[config.mk]
export PLATFORM = sky130hd
export DESIGN_NAME = data_bus_ctrl_flat
export DESIGN_NICKNAME = d
export VERILOG_FILES = /design/src/rtl/data_bus_ctrl_if.sv /design/src/rtl/data_bus_ctrl.sv /design/src/flat_wrapper.sv
export SDC_FILE = /design/constraint.sdc
export NUM_CORES = 1
export LEC_CHECK = 0
export BUFFER_PORTS_ARGS = -buffer_cell sky130_fd_sc_hd__buf_2
export CAP_MARGIN = 20
export CORE_MARGIN = 4
export CORE_UTILIZATION = 40
export CTS_CLUSTER_DIAMETER = 150
export DETAILED_ROUTE_END_ITERATION = 10
export GPL_ROUTABILITY_DRIVEN = 0
export PLACE_DENSITY = 0.83
export RECOVER_POWER = 25
export SLEW_MARGIN = 10
export SYNTH_ARGS = -nofsm -noshare
export SYNTH_HDL_FRONTEND = slang
export SYNTH_SLANG_ARGS = --single-unit
[constraint.sdc]
create_clock -name clk -period 3.13 [get_ports clk]
set_input_delay 0 -clock clk [delete_from_list [all_inputs] [get_ports clk]]
set_output_delay 0 -clock clk [all_outputs]
set_load 0.01 [all_outputs]
[src/rtl/data_bus_ctrl_if.sv]
// Data-memory request/response bus between the MEM-stage controller and memory.
// The controller side drives the request; the memory side answers with addr_ok/data_ok.
interface data_bus_ctrl_if;
  logic        mem_req;
  logic        mem_wr;
  logic [1:0]  mem_size;
  logic [3:0]  mem_wstrb;
  logic [31:0] mem_addr;
  logic [31:0] mem_wdata;
  logic        mem_addr_ok;
  logic        mem_data_ok;
  logic [31:0] mem_rdata;

  modport master (
    output mem_req, mem_wr, mem_size, mem_wstrb, mem_addr, mem_wdata,
    input  mem_addr_ok, mem_data_ok, mem_rdata
  );

  modport slave (
    input  mem_req, mem_wr, mem_size, mem_wstrb, mem_addr, mem_wdata,
    output mem_addr_ok, mem_data_ok, mem_rdata
  );
endinterface

[src/rtl/data_bus_ctrl.sv]
// MEM-stage data bus controller: converts a held pipeline access into a single
// outstanding addr_ok/data_ok memory transaction and stalls the pipeline until it completes.
module data_bus_ctrl (
  input  logic            clk,
  input  logic            rst,
  input  logic            core_en,
  input  logic [3:0]      core_wen,
  input  logic [31:0]     core_addr,
  input  logic [31:0]     core_wdata,
  input  logic            core_flush,
  output logic [31:0]     core_rdata,
  output logic            core_stall,
  data_bus_ctrl_if.master bus
);

  typedef enum logic [1:0] {IDLE, REQ, WAIT, DONE} state_t;

  state_t      state_reg, state_next;
  logic        cancel_reg, cancel_next;
  logic [3:0]  wen_reg;
  logic [31:0] addr_reg;
  logic [31:0] wdata_reg;
  logic [31:0] rdata_reg;
  logic        load_hold;
  logic        load_rdata;
  logic [1:0]  size_next;
  logic [3:0]  wstrb_next;

  always_ff @(posedge clk) begin
    if (rst) begin
      state_reg  <= IDLE;
      cancel_reg <= 1'b0;
      wen_reg    <= 4'd0;
      addr_reg   <= 32'd0;
      wdata_reg  <= 32'd0;
      rdata_reg  <= 32'd0;
    end else begin
      state_reg  <= state_next;
      cancel_reg <= cancel_next;
      if (load_hold) begin
        wen_reg   <= core_wen;
        addr_reg  <= core_addr;
        wdata_reg <= core_wdata;
      end
      if (load_rdata) begin
        rdata_reg <= bus.mem_rdata;
      end
    end
  end

  always_comb begin
    state_next  = state_reg;
    cancel_next = cancel_reg;
    load_hold   = 1'b0;
    load_rdata  = 1'b0;
    case (state_reg)
      IDLE: begin
        if (core_en && !core_flush) begin
          load_hold  = 1'b1;
          state_next = REQ;
        end
      end
      REQ: begin
        if (bus.mem_addr_ok) begin
          if (bus.mem_data_ok) begin
            // A flush arriving with the completion discards the result.
            if (core_flush) begin
              state_next = IDLE;
            end else begin
              load_rdata = 1'b1;
              state_next = DONE;
            end
          end else begin
            cancel_next = core_flush;
            state_next  = WAIT;
          end
        end else if (core_flush) begin
          state_next = IDLE;
        end
      end
      WAIT: begin
        if (core_flush) begin
          cancel_next = 1'b1;
        end
        if (bus.mem_data_ok) begin
          cancel_next = 1'b0;
          if (cancel_reg || core_flush) begin
            state_next = IDLE;
          end else begin
            load_rdata = 1'b1;
            state_next = DONE;
          end
        end
      end
      DONE: begin
        state_next = IDLE;
      end
      default: begin
        state_next = IDLE;
      end
    endcase
  end

  // Contiguous halves are half-word accesses, lone bytes are byte accesses,
  // everything else (including loads) goes out as a full word.
  always_comb begin
    size_next = 2'd2;
    case (wen_reg)
      4'b0011, 4'b1100:                   size_next = 2'd1;
      4'b0001, 4'b0010, 4'b0100, 4'b1000: size_next = 2'd0;
      default:                            size_next = 2'd2;
    endcase
  end

  generate
    for (genvar gi = 0; gi < 4; gi++) begin : g_strb
      assign wstrb_next[gi] = wen_reg[gi];
    end
  endgenerate

  assign bus.mem_req   = (state_reg == REQ);
  assign bus.mem_wr    = |wen_reg;
  assign bus.mem_size  = size_next;
  assign bus.mem_wstrb = wstrb_next;
  assign bus.mem_addr  = addr_reg;
  assign bus.mem_wdata = wdata_reg;

  assign core_rdata = rdata_reg;
  assign core_stall = !rst && (((state_reg == IDLE) && core_en && !core_flush) ||
                               (state_reg == REQ) || (state_reg == WAIT));

endmodule

[src/flat_wrapper.sv]
// flat-port wrapper written by rule: the top's interface ports become plain ports
module data_bus_ctrl_flat 
  (clk, rst, core_en, core_wen, core_addr, core_wdata, core_flush, core_rdata, core_stall, bus_mem_req, bus_mem_wr, bus_mem_size, bus_mem_wstrb, bus_mem_addr, bus_mem_wdata, bus_mem_addr_ok, bus_mem_data_ok, bus_mem_rdata);
  data_bus_ctrl_if bus_i ();
  input  logic clk;
  input  logic rst;
  input  logic core_en;
  input  logic [3:0] core_wen;
  input  logic [31:0] core_addr;
  input  logic [31:0] core_wdata;
  input  logic core_flush;
  output logic [31:0] core_rdata;
  output logic core_stall;
  output wire logic [$bits(bus_i.mem_req)-1:0] bus_mem_req;
  output wire logic [$bits(bus_i.mem_wr)-1:0] bus_mem_wr;
  output wire logic [$bits(bus_i.mem_size)-1:0] bus_mem_size;
  output wire logic [$bits(bus_i.mem_wstrb)-1:0] bus_mem_wstrb;
  output wire logic [$bits(bus_i.mem_addr)-1:0] bus_mem_addr;
  output wire logic [$bits(bus_i.mem_wdata)-1:0] bus_mem_wdata;
  input wire logic [$bits(bus_i.mem_addr_ok)-1:0] bus_mem_addr_ok;
  input wire logic [$bits(bus_i.mem_data_ok)-1:0] bus_mem_data_ok;
  input wire logic [$bits(bus_i.mem_rdata)-1:0] bus_mem_rdata;
  assign bus_mem_req = bus_i.mem_req;
  assign bus_mem_wr = bus_i.mem_wr;
  assign bus_mem_size = bus_i.mem_size;
  assign bus_mem_wstrb = bus_i.mem_wstrb;
  assign bus_mem_addr = bus_i.mem_addr;
  assign bus_mem_wdata = bus_i.mem_wdata;
  assign bus_i.mem_addr_ok = bus_mem_addr_ok;
  assign bus_i.mem_data_ok = bus_mem_data_ok;
  assign bus_i.mem_rdata = bus_mem_rdata;
  data_bus_ctrl u_core (.clk(clk), .rst(rst), .core_en(core_en), .core_wen(core_wen), .core_addr(core_addr), .core_wdata(core_wdata), .core_flush(core_flush), .core_rdata(core_rdata), .core_stall(core_stall), .bus(bus_i));
endmodule
== Word-level counts from Yosys, hierarchy flattened ==
Index checks and enable logic that the tools add are counted.
Widths: inputs -> output; s select.

* Bits in registers: 103
* Input port bits: 106
* Output and inout port bits: 105

* Equal/unequal tests: 15
* Mux-type cells: 22
* Reductions and logical operators: 16

{| class="wikitable"
|+ Operators with widths
! kind !! number
|-
| $mux 2 || 7
|-
| $mux 1 || 11
|-
| $eq 4x2->1 const B || 2
|-
| $eq 4x4->1 const B || 2
|-
| $pmux 2 s4 || 1
|-
| $reduce_or 4->1 || 2
|-
| $eq 2x2->1 const B || 2
|-
| $eq 4x1->1 const B || 1
|-
| $eq 4x3->1 const B || 1
|-
| $logic_and 1x1->1 || 4
|-
| $ne 2x1->1 const B || 2
|-
| $ne 2x2->1 const B || 2
|-
| $pmux 1 s2 || 2
|-
| $pmux 2 s2 || 1
|-
| $reduce_and 4->1 || 1
|-
| $logic_or 1x1->1 || 3
|-
| $ne 3x2->1 const B || 1
|-
| $ne 3x3->1 const B || 1
|-
| $reduce_and 3->1 || 1
|-
| $eq 2x1->1 const B || 1
|-
| $logic_not 1->1 || 2
|-
| $logic_not 2->1 || 1
|-
| $reduce_bool 2->1 || 1
|-
| $reduce_or 2->1 || 1
|}

== Depth between registers and ports, before layout ==
Gate-level depths: netlist of the first run.

* Depth after elaboration: 6
* Gate-level depth with buffers: 9

== Worst setup path before layout of the first run ==
Ideal clock, no wire load.

* Path type: register -> register
* From: register u_core.state_reg[1]
* To: register u_core.rdata_reg[24] (netlist: u_core.core_rdata[24])
* Setup time: 0.132 ns
* Arrival: 1.487 ns
* Data required time: 2.998 ns
* Path slack: 1.510 ns
* Cell stages (with the launch flop): 8
* Clock period less this slack: 1.620 ns
* Path through: dfxtp_1 > inv_1 > ha_1 > nand2_1 > a211o_1 > buf_2 > nand2_1 > a21oi_1

* Word-level cells in the longest chain between the ends: 2
* Elaborated cells between the ends (all ways): 3

{| class="wikitable"
|+ Ends and longest elaborated chain
! element !! line !! source
|-
| start, declared || data_bus_ctrl.sv:18 || <nowiki>state_t state_reg, state_next;</nowiki>
|-
| start signal, assigned || data_bus_ctrl.sv:38 || <nowiki>state_reg <= state_next;</nowiki>
|-
| $eq 2x1->1 || n/a ||
|-
| via bus_mem_req || flat_wrapper.sv:14 || <nowiki>output wire logic [$bits(bus_i.mem_req)-1:0] bus_mem_req;</nowiki>
|-
| $pmux 1 s2 || data_bus_ctrl.sv:56 || <nowiki>case (state_reg)</nowiki>
|-
| end signal, assigned || data_bus_ctrl.sv:46 || <nowiki>rdata_reg <= bus.mem_rdata;</nowiki>
|-
| end, declared || data_bus_ctrl.sv:23 || <nowiki>logic [31:0] rdata_reg;</nowiki>
|}

The timed path passes the listed nets, and every way through them passes these cells.
A chain may end at the register's enable or synchronous reset.

== Final worst setup path of the first run ==
* From: register u_core.state_reg[0]
* To: register u_core.rdata_reg[12] (netlist: u_core.core_rdata[12])

* Word-level cells in the longest chain between the ends: 2
* Elaborated cells between the ends (all ways): 3

{| class="wikitable"
|+ Ends and longest elaborated chain
! element !! line
|-
| $eq 2x2->1 / $eq 2x1->1 (equally long branches) || data_bus_ctrl.sv:56
|-
| $pmux 1 s2 (*) || data_bus_ctrl.sv:56
|}

Every way passes the cells marked *; elsewhere a longest branch is shown, timed or not.

==> run metrics, run 1 <==
FILL cells=752; vias=4431; internal power=around 1.9 mW; Starting Density=41.2%; Metal-1 WL=~5000 um; clock slew seen by the registers of the worst setup and hold paths=roughly 0.10 ns; sequential fraction of the synthesis area=between 50% and 60%; count leader, synth=nand2_1; post-route cell area=~6000 um^2; power density cells=439 nW/um^2; area fraction of the dominant cell type after synthesis=54.2%; FF+latch count, synth=103; cts hold-fix bufs=approximately 100; number of global-route vias before repair=around 4400; Tot GR Track Use=23.4%; Die ar.=11100 um^2; # resized after CTS=0; Startpoint Class=flip-flop; dominant cell type by area after synthesis=dfxtp_1; total negative slack=0 ns; Clk pwr share=30.0%; largest cells by area after synthesis=dfxtp_1 (54%), nand2_1 (20%), a21oi_1 (13%); post-synthesis cell count=between 400 and 500; # DRC=0; synthesized net count=592; Sw Ratio=about 28%; Clock Skew=0.0112 ns; starting DRC count in detailed routing=239; global-route wire length before repair=21100 um; I/O pin count=211; Netlist cell types=27; post-CTS setup buffers=0; Fin. Hold Viols=0; metal3 WL=767 um; crit-path max FO=32; initial antenna violation count=0; CP Class=reg2reg; clock latency at the later pin of the worst-skew pair=0.35 ns; Sequential Power Share=52.8%; Synth Flop Type=dfxtp_1; Placement Cell Area=4880 um^2; Root Buffer=clkbuf_8; Final Non-Filler Cells=908; data arrival time of the critical path=2.48 ns; Max Transition Viols Final=0; Slew HR=29.0%; max-cap check violation count=0; kind of cell adding the most delay to the critical path=compound AO/OA/AOI/OAI gates; total CTS buffers=9; top post-synthesis cells by count=nand2_1 (205), dfxtp_1 (103), a21oi_1 (102), clkbuf_1 (15), buf_2 (11); Placed Instances=791; Crit path required time=3.40 ns; Die Span Y=106 um; # port buffers=between 200 and 250; Final period util=70.8%; largest net degree at the start of global routing=~110; Sink Count=103; Post-Syn Area=3800 um^2; Max Fclk=approximately 450 MHz; # H-tree levels=3; unrepaired setup endpoints after global routing=no; part of the power in combinational logic=17.2%; critical path's slowest cell=a211o_1; CP Buf/Inv Count=1; final net count=884; vias per cell=4.88; met2 WL=7360 um; Least-Margin Pin Slew=1.06 ns; area of the multi-input gates=1540 um^2; Top Metal Used=met4; CTS Buffer Depth=2; number of core rows=35; crit-path cells=inv_1, ha_1, nand2b_2, a211o_1, nand2_1, a21oi_1; Hold Slack=~0.11 ns; core region area=9240 um^2; status=completed; fin crit period=between 2 and 2.5 ns; final antenna-violating net count=0; Die Span X=106 um; Largest stage delay, worst path=0.79 ns; Post-synth EDFFs=0; Layout area overhead=58.0%; layout cells sized above 1=23.6%; Post-Syn Area per Cell=approximately 7.9 um^2; setup violators final=0; DRT Pass-1 Iters=5; ys async rst share=0%; VDD IR-drop max=approximately 220 uV; sw power=734 uW; Min-Delay Path Class=in2reg; Ant. Diodes=0; total global routing overflow=0; leakage=around 2.5 nW; CTS tree=yes; YS warnings=0; hpwl dp=7950 um; wire per inst=around 15 um; Total Wirelength=about 14000 um; Crit. End Element=flip-flop; register area=2060 um^2
## power by group through the flow
| stage | Sequential, mW | Combinational [mW] | Clock [mW] |
|---|---|---|---|
| after detailed placement | 1.42 | 0.349 | 0 |
| after floorplan | 1.44 | 0.167 | 0 |
| after global placement | 1.42 | 0.340 | 0 |
| after CTS | 1.39 | 0.447 | 0.817 |
| final | 1.39 | 0.455 | 0.792 |
| after global routing | 1.40 | 0.494 | 0.870 |
## layout make-up
cell class	count	share of cell area [%]
clock buffer	10	2.29
clock inverter	6	0.853
multi-input combinational	341	25.6
sequential	103	34.3
inverter	4	0.250
tap	129	2.69
timing repair buffer	315	34.0
## routing by layer
metal  vias up  global-route usage [%]
met3        55                    5.27
met5         -                       0
li1       2139                       -
met2       214                    44.3
met1      2023                    24.0
met4         0                    11.1
## cell families (layout without fill, tap and decap cells)
family	after synthesis	count (layout)	synth area share (%)
and+or+nand+nor	225	225	23.2
DFF	103	103	54.2
xor gates and xnor gates	1	1	0.230
adders and majority gates	4	4	1.32
AOI/OAI and AO/OA	111	111	15.6
buffers and inverters	38	335	5.39
## worst register-to-register path: stages (launching register included)
cell      delay [ns]
dfxtp_1         0.38
inv_1           0.09
ha_1            0.31
nand2b_2        0.17
a211o_1         0.79
nand2_1         0.19
a21oi_1         0.20
## cell usage in the layout, fill, tap and decap left out, types with 3 or more instances in the layout
| cell | synthesis | layout |
|---|---|---|
| nand2_1 | 205 | 205 |
| nor2_1 | 7 | 7 |
| buf_4 | 3 | 4 |
| ha_1 | 4 | 4 |
| clkinvlp_4 | 0 | 3 |
| a211oi_1 | 3 | 3 |
| inv_1 | 3 | 3 |
| nand3_1 | 4 | 4 |
| clkbuf_1 | 15 | 52 |
| clkbuf_8 | 0 | 10 |
| dfxtp_1 | 103 | 103 |
| a21oi_1 | 102 | 102 |
| buf_2 | 11 | 157 |
| dlygate4sd3_1 | 0 | 101 |
## worst paths after layout
path	startpoint	end	slack, ns	cells past startpoint
max reg2reg	u_core.state_reg[0]	u_core.core_rdata[12]	0.91	6
min reg2reg	u_core.bus.mem_addr[14]	u_core.bus.mem_addr[14]	0.46	2
max	u_core.state_reg[0]	u_core.core_rdata[12]	0.91	6
min	core_flush	u_core.state_reg[1]	0.11	4
## per-stage QoR
step	util, %	total power, mW	worst slack (ns)
2_1_floorplan	-	1.61	1.51
3_3_place_gp	52.8	1.76	1.18
3_5_place_dp	52.8	1.77	1.00
4_1_cts	65.8	2.66	0.939
5_1_grt	65.1	2.76	0.672
6_report	65.1	2.64	0.913
(Power assumes the default switching activity.)
==> run 2: changes to the inputs <==
- ABC_AREA: default -> 1
- PLACE_DENSITY: 0.83 -> 0.85
- clock period: 3.13 -> 2 ns (I/O delays scaled with it)
==> run 2 against run 1 <==
Effect of this change: critical path depth unchanged; worst setup slack worse by 0.62 ns; highest routed layer unchanged; critical path type is now reg2out; clock skew barely moved; largest power group unchanged; final area is 5.8% higher; synthesized cell count grew 17%; via count up 10%; cell count grew 9.6%.
==> run metrics, run 2 <==
part of the power in combinational logic=a little over a third; Layout area overhead=54.0%; sequential fraction of the synthesis area=between 40% and 50%; I/O pin count=roughly 210; Sw Ratio=38.1%; dominant cell type by area after synthesis=dfxtp_1; Least-Margin Pin Slew=0.524 ns; hpwl dp=between 8000 and 9000 um; data arrival time of the critical path=1.70 ns; Synth Flop Type=dfxtp_1; Max Fclk=roughly 600 MHz; Reg-to-Reg End=u_core.core_rdata[16]; area fraction of the dominant cell type after synthesis=between 40% and 50%; Slew HR=between 60% and 70%; DRT Pass-1 Iters=6; unrepaired setup endpoints after global routing=no; CTS Buffer Depth=2; number of global-route vias before repair=4714; vias=4877; Clk pwr share=between 20% and 30%; Ant. Diodes=0; Fin. Hold Viols=0; # port buffers=210; Total Wirelength=14800 um; vias per cell=4.90; Tot GR Track Use=24.0%; number of core rows=36; Post-synth EDFFs=0; register area=2060 um^2; Post-Syn Area per Cell=7.35 um^2; sw power=~2.3 mW; Die Span X=110 um; final antenna-violating net count=0; Starting Density=41.7%; wire per inst=between 10 and 15 um; Clock Skew=0.0110 ns; most frequent cells in the layout=nor2_1 (178), buf_2 (158), dfxtp_1 (103); FF+latch count, synth=103; largest net degree at the start of global routing=65; VDD IR-drop max=about 670 uV; status=completed; internal power=roughly 3.7 mW; Startpoint Class=flip-flop; Min-Delay Path Class=in2reg; Placement Cell Area=between 5000 and 6000 um^2; critical path endpoint=core_stall; global-route wire length before repair=22700 um; Final period util=between 80% and 90%; crit-path max FO=32; Die Span Y=110 um; Crit path required time=2.00 ns; Post-Syn Area=4130 um^2; top post-synthesis cells by count=nor2_1 (178), dfxtp_1 (103), o21ai_0 (63), nand2_1 (51), nand3_1 (40); R2R Path Start=u_core.state_reg[1]; CTS tree=yes; FILL cells=834; post-synthesis cell count=562; Netlist cell types=18; Die ar.=12000 um^2; CP Class=reg2out; hold-critical path depth=5; initial antenna violation count=0; Finished Core Util=64.2%; Crit. End Element=output port; Sequential Power Share=a little over two fifths; # DRC=0; power density cells=953 nW/um^2; Root Buffer=clkbuf_8; count leader, synth=nor2_1; starting DRC count in detailed routing=436; Worst R2R Path Depth=8; clock latency at the later pin of the worst-skew pair=0.36 ns; fin crit period=1.70 ns; layout cells sized above 1=22.2%; # H-tree levels=3; Critical Path Source=u_core.state_reg[0]; area of the multi-input gates=1680 um^2; R2R setup slack=0.32 ns; ys async rst share=0%; most common cell after layout, fill and taps aside=nor2_1; Max Transition Viols Final=0; synthesized net count=672; final net count=967; clock slew seen by the registers of the worst setup and hold paths=0.10 ns; total CTS buffers=9; YS warnings=0; total negative slack=0 ns; Sink Count=103; core region area=around 9900 um^2; setup violators final=0; max-cap check violation count=0; largest cells by area after synthesis=dfxtp_1 (50%), nor2_1 (16%), o21ai_0 (7.6%); post-route cell area=6360 um^2; leakage=3.01 nW; total global routing overflow=0
==> run 2: cell families after synthesis <==
family	count (synthesis)	synth area share (%)
AND/OR/NAND/NOR	272	26.7
adder cells (fa/ha/maj)	4	1.21
buffers and inverters	79	9.51
flip-flops	103	49.9
XOR/XNOR	1	0.212
AO/OA/AOI/OAI	103	12.5
==> run 2: power by group through the flow <==
stage,sequential [mW],clock (mW),combinational [mW]
6_report,2.59,1.26,2.20
5_1_grt,2.63,1.38,2.45
4_1_cts,2.57,1.31,2.16
2_1_floorplan,2.75,0,1.19
3_3_place_gp,2.59,0,1.98
3_5_place_dp,2.61,0,2.00
==> run 2: what timing repair did <==
item                                    in CTS  in global routing
gates resized for setup                      0                  0
buffers inserted                             0                  0
hold buffers                               101                  0
endpoints found under the setup margin       0                  0
endpoints found under the hold margin      101                  0
==> run 2: through the flow <==
step	hold WS [ns]	worst slack [ns]	power [mW]	std cells
floorplan	0.0441	0.593	3.94	562
global placement	0.206	0.407	4.57	878
detailed placement	0.206	0.343	4.61	878
CTS	0.0152	0.283	6.04	995
global route	0.0533	0.164	6.46	995
finish	0.0344	0.296	6.06	995
==> run 2: worst max-delay path: stages, from the launching register on <==
cell and delay (ns):
dfxtp_1 0.35, inv_1 0.09, ha_1 0.25, nand3_4 0.11, buf_4 0.29, a21oi_1 0.11, buf_2 0.16
==> run 2: cell type report <==
cell class,count,share of cell area [%]
repair buffers,321,33.2
flip-flops and latches,103,32.4
multi-input cells,380,26.3
well taps,133,2.62
inverters,42,2.48
clock buffers,10,2.16
clock inverters,6,0.787
==> run 2: layer usage <==
layer | track usage, % | part of all wire, %
met1 | 27.2 | 37
met4 | 11.0 | 3.8
met3 | 8.57 | 11
met5 | 0 | 0
met2 | 40.2 | 48
==> run 2: how the worst min path moves through the flow <==
stage	slack (ns)	startpoint	endpoint
2_1_floorplan	0.04	rst	core_stall
5_1_grt	0.05	core_flush	u_core.cancel_reg
4_1_cts	0.02	core_flush	u_core.cancel_reg
3_3_place_gp	0.21	rst	u_core.state_reg[1]
6_report	0.03	core_flush	u_core.cancel_reg
3_5_place_dp	0.21	rst	u_core.state_reg[1]
==> run 3: changes to the inputs <==
- HOLD_SLACK_MARGIN: default -> 0.15
==> run 3 against run 2 <==
Effect of this change: wire length rose by 4.3%; cell count grew 1.6%; power rose by 1.9%; register-to-register slack worse by 0.25 ns; worst setup slack worse by 0.23 ns; worst hold slack better by 0.16 ns; maximum frequency down 12%; critical path type is now reg2reg; largest power group unchanged; highest routed layer unchanged.
==> run metrics, run 3 (synthesis gave the netlist of run 2 again) <==
status=completed; met1 capacity usage during global routing=28.2%; Root Buffer=clkbuf_8; Max Transition Viols Final=0; largest net degree at the start of global routing=65; I/O pin count=211; clock slew seen by the registers of the worst setup and hold paths=0.10 ns; Setup WS pre-CTS=0.343 ns; R2R Path Start=u_core.state_reg[0]; Worst Hold Launch=core_en; layout cells sized above 1=22.1%; starting DRC count in detailed routing=between 400 and 500; DRT Pass-1 Iters=5; met2 global-route usage=42.5%; Crit. End Element=flip-flop; number of core rows=36; CTS tree=yes; Startpoint Class=flip-flop; Sink Count=between 100 and 150; Tot GR Track Use=between 20% and 30%; vias=4903; initial antenna violation count=0; Layout area overhead=58.0%; M3 GR Usage=9.81%; Least-Margin Pin Slew=0.521 ns; power density cells=947 nW/um^2; number of global-route vias before repair=4947; Die Span Y=110 um; Most Crowded Layer GR=met2; Final period util=96.7%; global-route wire length before repair=23900 um; Max Fclk=517 MHz; Design Power=between 6 and 7 mW; max-cap check violation count=0; final antenna-violating net count=0; Largest stage delay, worst path=0.56 ns; total global routing overflow=0; Total Wirelength=15400 um; wire per inst=roughly 15 um; # port buffers=210; core region area=roughly 10000 um^2; # H-tree levels=3; leakage=3.09 nW; Crit path required time=2.24 ns; data arrival time of the critical path=2.18 ns; Die ar.=roughly 12000 um^2; Min-Delay Path Class=in2reg; setup violators final=0; Critical Path Source=u_core.state_reg[0]; slack of the critical path=between 0.06 and 0.07 ns; Fin. Hold Viols=0; Clock Skew=around 0.019 ns; Finished Core Util=around 66%; most common cell after layout, fill and taps aside=nor2_1; Starting Density=41.7%; clock latency at the later pin of the worst-skew pair=0.36 ns; total CTS buffers=9; critical path's slowest cell=dlygate4sd3_1; CTS Buffer Depth=2; unrepaired setup endpoints after global routing=yes; crit-path cells=inv_1, ha_2, nand3_4, buf_8, o21ai_0, nor2_1, dlygate4sd3_1; crit-path max FO=32; hpwl dp=8170 um; fin crit period=1.93 ns; CP Class=reg2reg; VDD IR-drop max=612 uV; final net count=982; # DRC=0; Slew HR=65.3%; Die Span X=110 um; most frequent cells in the layout=nor2_1 (178), buf_2 (159), dlygate4sd3_1 (116); total negative slack=0 ns; vias per cell=4.85
==> run 3: worst paths after layout <==
path                               to  slack (ns)  cells past startpoint
max           u_core.bus.mem_addr[27]        0.07                      7
min           u_core.bus.mem_addr[15]        0.20                      5
max reg2reg   u_core.bus.mem_addr[27]        0.07                      7
min reg2reg  u_core.bus.mem_wdata[27]        0.49                      2
==> run 3: where the power goes <==
part,switching [mW],internal [mW],leakage (nW)
registers,0.209,2.39,0.841
clock network,0.760,0.506,0.0952
logic,1.38,0.927,2.16
total,2.35,3.83,3.09
==> run 3: cell type report <==
class,instances,area (um^2)
Fill cell,804,3380
Clock inverter,6,50.0
Sequential cell,103,2060
Tap cell,133,166
Antenna cell,1,2.50
Inverter,42,158
Multi-Input combinational cell,380,1680
Timing Repair Buffer,336,2270
Clock buffer,10,138
==> run 3: worst max-delay path, delay by kind of cell (launching register included) <==
family,cells,cell delay [ns]
AO/OA/AOI/OAI,1,0.23
adder cells (fa/ha/maj),1,0.23
buffers and inverters,3,0.87
flip-flops,1,0.32
AND/OR/NAND/NOR,2,0.17
==> run 3: metrics by stage <==
stage	instance area, um^2	std cells	hold WS (ns)
after floorplan	4130	562	0.0441
after global placement	5230	878	0.206
after detailed placement	5230	878	0.206
after CTS	6570	1010	0.154
after global routing	6520	1010	0.225
final	6530	1011	0.196
==> run 3: layer usage <==
layer	part of all wire, %	routed length [um]
met5	0	0
met4	3.8	587
met3	11	1680
met2	49	7520
met1	36	5600
==> run 3: repair_timing <==
action | in CTS | in global routing
hold buffers | 116 | 0
endpoints found under the setup margin | 0 | 10
setup buffers | 0 | 0
endpoints found under the hold margin | 103 | 0
gates resized for setup | 0 | 8
